==> src/rtl/online_pkg.sv <==
`default_nettype none
// ============================================================================
//  Module      : online_pkg
//  Description : Shared definitions for the on-line arithmetic stages:
//                signed-digit encodings and the two-state word FSM type.
//  Revision    : 1.0 - initial release
// ============================================================================
package online_pkg;

   // Signed-digit encoding {plus, minus}
   localparam logic [1:0] SD_POS  = 2'b10;
   localparam logic [1:0] SD_NEG  = 2'b01;
   localparam logic [1:0] SD_ZERO = 2'b00;
   localparam logic [1:0] SD_ILL  = 2'b11;

   // Word-level FSM shared by the on-line stages
   typedef enum logic [0:0] {
      IDLE = 1'b0,
      ACC  = 1'b1
   } online_state_t;

endpackage
`default_nettype wire

==> src/rtl/sd_digit_decode.sv <==
`default_nettype none
// ============================================================================
//  Module      : sd_digit_decode
//  Description : Combinational decode of a 2-bit signed digit into +1 / -1
//                flags plus an illegal-code flag. Code 11 decodes as zero.
//  Revision    : 1.0 - initial release
// ============================================================================
module sd_digit_decode
   import online_pkg::*;
(
   input  logic [1:0] digit,
   output logic       is_pos,
   output logic       is_neg,
   output logic       illegal
);

   // Exact-match decode keeps 11 out of both the +1 and -1 paths
   always_comb begin
      is_pos  = (digit == SD_POS);
      is_neg  = (digit == SD_NEG);
      illegal = (digit == SD_ILL);
   end

endmodule
`default_nettype wire

==> src/rtl/online_otf_converter.sv <==
`default_nettype none
// ============================================================================
//  Module      : online_otf_converter
//  Description : On-the-fly converter for an MSD-first signed-digit stream.
//                Keeps the Q / QM (= Q-1) register pair so the final
//                two's-complement value is available without a carry-
//                propagate add. Produces an (N+1)-bit result per N digits.
//  Options     : OTF_ILLEGAL_CHK_EN - build the sticky illegal-digit flag
//                driving err; otherwise err is tied low.
//  Revision    : 1.0 - initial release
// ============================================================================
module online_otf_converter
   import online_pkg::*;
#(
   parameter int N = 8
) (
   input  logic         clk,
   input  logic         rst_n,
   input  logic [1:0]   digit_in,
   input  logic         valid_in,
   input  logic         start,
   output logic [N:0]   result,
   output logic         result_valid,
   output logic         busy,
   output logic         err
);

   localparam int            CW     = $clog2(N + 1);
   localparam logic [CW-1:0] C_LAST = CW'(N);
   localparam logic [CW-1:0] C_ONE  = CW'(1);

   online_state_t state;
   online_state_t state_nx;

   logic [N:0]    q;
   logic [N:0]    qm;
   logic [CW-1:0] count;

   logic          is_pos;
   logic          is_neg;
   logic          digit_ill;

   logic          load;
   logic          accept;
   logic          complete;
   logic [N:0]    base_q;
   logic [N:0]    base_qm;
   logic [N:0]    q_nx;
   logic [N:0]    qm_nx;
   logic [CW-1:0] count_nx;

   sd_digit_decode u_decode (
      .digit   (digit_in),
      .is_pos  (is_pos),
      .is_neg  (is_neg),
      .illegal (digit_ill)
   );

   // Digit acceptance and Q/QM next values; a start digit converts from the reset pair
   always_comb begin
      load     = valid_in & start;
      accept   = valid_in & (start | (state == ACC));
      base_q   = load ? '0 : q;
      base_qm  = load ? '1 : qm;
      count_nx = load ? C_ONE : count + C_ONE;
      complete = accept & (count_nx == C_LAST);
      if (is_pos) begin
         q_nx  = {base_q[N-1:0], 1'b1};
         qm_nx = {base_q[N-1:0], 1'b0};
      end else if (is_neg) begin
         q_nx  = {base_qm[N-1:0], 1'b1};
         qm_nx = {base_qm[N-1:0], 1'b0};
      end else begin
         q_nx  = {base_q[N-1:0], 1'b0};
         qm_nx = {base_qm[N-1:0], 1'b1};
      end
   end

   // FSM state register
   always_ff @(posedge clk or negedge rst_n) begin
      if (!rst_n) state <= IDLE;
      else        state <= state_nx;
   end

   // FSM next state: completion returns to IDLE, any other accepted digit lands in ACC
   always_comb begin
      state_nx = state;
      if (complete)    state_nx = IDLE;
      else if (accept) state_nx = ACC;
   end

   // FSM outputs
   always_comb begin
      busy = (state == ACC);
   end

   // Q/QM datapath, digit counter and result capture
   always_ff @(posedge clk or negedge rst_n) begin
      if (!rst_n) begin
         q            <= '0;
         qm           <= '1;
         count        <= '0;
         result       <= '0;
         result_valid <= 1'b0;
      end else begin
         result_valid <= complete;
         if (accept) begin
            q     <= q_nx;
            qm    <= qm_nx;
            count <= complete ? '0 : count_nx;
         end
         if (complete) result <= q_nx;
      end
   end

`ifdef OTF_ILLEGAL_CHK_EN
   logic ill_flag;
   logic ill_nx;

   // Sticky per-word flag; a start digit begins a fresh word
   always_comb begin
      ill_nx = (load ? 1'b0 : ill_flag) | (accept & digit_ill);
   end

   // err is captured alongside result and holds with it
   always_ff @(posedge clk or negedge rst_n) begin
      if (!rst_n) begin
         ill_flag <= 1'b0;
         err      <= 1'b0;
      end else begin
         if (accept)   ill_flag <= ill_nx;
         if (complete) err      <= ill_nx;
      end
   end
`else
   logic ill_unused;

   // No checking logic in this build
   always_comb begin
      ill_unused = digit_ill;
      err        = 1'b0;
   end
`endif

endmodule
`default_nettype wire

==> config.mk <==
export PLATFORM = sky130hd
export DESIGN_NAME = online_otf_converter
export DESIGN_NICKNAME = d
export VERILOG_FILES = /design/src/rtl/online_pkg.sv /design/src/rtl/sd_digit_decode.sv /design/src/rtl/online_otf_converter.sv
export SDC_FILE = /design/constraint.sdc
export NUM_CORES = 1
export LEC_CHECK = 0
export ABC_CLOCK_PERIOD_IN_PS = 1560
export CORE_ASPECT_RATIO = 2
export CORE_UTILIZATION = 40
export CTS_CLUSTER_SIZE = 20
export DETAILED_ROUTE_END_ITERATION = 7
export GPL_TIMING_DRIVEN = 1
export PLACE_DENSITY = 0.68
export SLEW_MARGIN = 20
export SYNTH_ARGS = -nofsm -noshare
export SYNTH_HDL_FRONTEND = slang
export SYNTH_SLANG_ARGS = --single-unit
==> constraint.sdc <==
create_clock -name clk -period 1.56 [get_ports clk]
set_input_delay 0.234 -clock clk [delete_from_list [all_inputs] [get_ports clk]]
set_output_delay 0.234 -clock clk [all_outputs]
set_load 0.05 [all_outputs]
==> metrics.cfg, run 1 <==
[outcome]
status=complete, but fails checks
violations=setup timing

[grt]
grt_use_total_pct=17.5
grt_pass1_wl_microns=5020
grt_overflow_total=0
grt_pass1_vias=1189
grt_start_max_net_pins=32
antenna_found_initial=0

[yosys]
synth_flop_cell=dfrtp_1
synth_warnings=0
synth_seq_area_share_pct=51.5
synthAdderAreaFrac_pct=2.46
avgSynthCellArea_sq_um=10.7
synth_top_family_by_area=compound AO/OA/AOI/OAI gates
yosys.area.top_type=dfrtp_1
synth.area.mux_share_pct=12.5
synth-seq-cells=31
syn_inst=142
synth_compound_area_share_pct=15.7
synthTopCellsByCount=dfrtp_1, mux2_2, o21ai_0
synth_most_common_cell=dfrtp_1
synth_edf_count=0
synthTopCellsByArea=dfrtp_1, dfstp_2, mux2_2
synth_top_cell_area_share_pct=37.7
synth_nets=151
synthXorXnorAreaFrac_pct=0.574
netlist_area_sq_um=1530
synth-simple-area-share_pct=12.9
ys_types=31
synth_async_sr_flop_share_pct=100

[critical_path]
worstSetupPathDepth=6
crit_chain=buf_4, nand4b_1, o311ai_4, nand3_4, buf_6, mux2_2
crit_path_end_kind=flop
r2r-start=count[1]$_DFFE_PN0P_
worstPathArrival_ns=1.73
rr_worst_depth=6
reg2reg_slack_ns=-0.0008
r2r-end=result[7]$_DFFE_PN0P_
critPathKind=flop to flop
startpoint=count[1]$_DFFE_PN0P_
max_stage_delay_ns=0.42
worstPathRequired_ns=1.73
cp_max_fo=5
crit_buf_inv=2
start_kind=flop
crit_slowest_cell=dfrtp_1
critPathTopFamily=flip-flops

[power]
sequentialPowerShare_pct=42.1
p_leak_nw=0.956
power_switching_mw=0.791
totalPowerFinal_mw=2.61
comb_power_share_pct=28.8
p_per_area_nw_per_um2=1290
p_clk_share_pct=29.1
swShare_pct=30.3
ir_drop_mv=0.717
p_int_mw=1.82

[clock_tree]
clk_latency_ns=0.28
cts_sinks=31
clockBufferDepth=2
cts_tree=yes
clkTransAtPathRegs_ns=0.07
cts_made_buffers=5
cts_root_buffer=clkbuf_8
htree_levels=2

[cells_and_area]
fin_util_pct=55.5
syn_to_final_growth_pct=32.7
final_cells=229
drive_above_1_share_pct=39.4
nets=188
antenna_cells=0

[detailed_routing]
num_vias=1202
drt_iter0_drc=30
drc=0
ant_nets=0
drt_wl_total_microns=3300
viasPerCell=5.25
drt-wirelength-per-cell_microns=14.4
firstDrtPassIters=4

[sta]
finalMaxSlewViolations=0
max_clock_freq_mhz=641
fin_ws_ns=-0.000814
setup_viol=1
finalHoldViolCount=0
rsz0062_at_grt=yes
fin_skew_ns=0.00623
period_share_pct=100
finalCriticalPeriod_ns=1.56
whs_ns=0.354

[die]
initial_utilization_pct=41.8
core_sq_um=3650
core.rowCount=31
dieArea_sq_um=4080
io_pins=18
die_h_microns=89.3
die_w_microns=45.7

[placed_design]
port-buffer-count=16
detailedPlacementHpwl_microns=2270
dp_cells=216
finalWeightedCongestion=0.831

[flow_run]
maxCapViolations=0

[worst_hold_path]
hp-class=input pin to async pin

## layout by cell type (no fill, tap or decap), types with 2 or more instances in the layout
| cell type | instances |
|---|---|
| buf_4 | 29 |
| dfrtp_1 | 23 |
| mux2_2 | 16 |
| o21ai_0 | 13 |
| nand2_1 | 11 |
| dfstp_2 | 8 |
| a21oi_1 | 7 |
| nand3_1 | 7 |
| nor2_1 | 7 |
| inv_1 | 5 |
| a31oi_1 | 5 |
| clkbuf_8 | 5 |
| clkdlybuf4s50_1 | 4 |
| a2bb2oi_1 | 3 |
| a21o_1 | 3 |
| buf_6 | 3 |
| nand4b_1 | 2 |
| nand3b_1 | 2 |
| nand2b_4 | 2 |
| nor3_1 | 2 |
| a211oi_1 | 2 |
| clkbuf_1 | 2 |
## state kept, by name, indices dropped and copies added (netlist names)
signal	cells
busy	1
count	4
q	8
qm	8
result	9
result_valid	1
## power groups by stage
stage | clock [mW] | sequential (mW) | combinational [mW]
after floorplan | 0 | 1.19 | 0.357
after global placement | 0 | 1.10 | 0.695
after detailed placement | 0 | 1.11 | 0.709
after CTS | 0.780 | 1.09 | 0.720
after global routing | 0.807 | 1.12 | 0.823
final | 0.760 | 1.10 | 0.750
## worst max path at each step
stage | end
CTS | result[7]$_DFFE_PN0P_
finish | result[7]$_DFFE_PN0P_
global placement | result[7]$_DFFE_PN0P_
floorplan | q[1]$_DFFE_PN0P_
global route | result[1]$_DFFE_PN0P_
detailed placement | result[7]$_DFFE_PN0P_
## metal layers
metal	wire [microns]	part of all wire [%]	up-vias	GRT usage (%)
met5	0	0	-	0
met1	1270	38	600	17.1
met3	74	2.2	5	3.64
li1	-	-	575	-
met4	69	2.1	0	12.4
met2	1880	57	22	30.8
## through the flow
stage	area, sq um	TNS, ns	setup slack [ns]
4_1_cts	1960	-0.163	-0.0307
3_5_place_dp	1830	-6.88	-0.516
3_3_place_gp	1830	-6.10	-0.464
6_report	2020	-0.000814	-0.000814
5_1_grt	2020	-0.307	-0.0422
2_1_floorplan	1540	0	0.0470
## area by class of cell
class,count,area [sq um]
sequential,31,786
tap,49,61.3
multi-input combinational,98,728
clock inverter,1,30.0
fill,347,1620
clock buffer,7,76.3
timing repair buffer,38,324
inverter,5,18.8
## timing repair
action / in CTS / in global routing
cloned: 0 / 1
setup endpoints to repair: 16 / 13
hold buffers: 0 / 0
pin swaps: 1 / 3
buffers inserted: 0 / 4
gates resized for setup: 4 / 8
## cells by family after synthesis
kind of cell,Yosys count
XOR/XNOR,1
flip-flops,31
other,1
multiplexers,17
AND/OR/NAND/NOR,37
buffers and inverters,14
AO/OA/AOI/OAI,38
adder cells (fa/ha/maj),3
(Power assumes the default switching activity.)
==> run 2: changes to the inputs <==
--- a/config.mk
+++ b/config.mk
@@ -12,7 +12,7 @@
 export DETAILED_ROUTE_END_ITERATION = 7
 export GPL_TIMING_DRIVEN = 1
 export PLACE_DENSITY = 0.68
-export SLEW_MARGIN = 20
+export SLEW_MARGIN = 0
 export SYNTH_ARGS = -nofsm -noshare
 export SYNTH_HDL_FRONTEND = slang
 export SYNTH_SLANG_ARGS = --single-unit
==> results of run 2 <==
The final DEF is identical to that of run 1; final timing and power are the same.
==> run 3: changes to the inputs <==
--- a/config.mk
+++ b/config.mk
@@ -8,7 +8,7 @@
 export ABC_CLOCK_PERIOD_IN_PS = 1560
 export CORE_ASPECT_RATIO = 2
 export CORE_UTILIZATION = 40
-export CTS_CLUSTER_SIZE = 20
+export CTS_CLUSTER_SIZE = 12
 export DETAILED_ROUTE_END_ITERATION = 7
 export GPL_TIMING_DRIVEN = 1
 export PLACE_DENSITY = 0.68
==> results of run 3 <==
The final DEF is identical to that of run 1; final timing and power are the same.
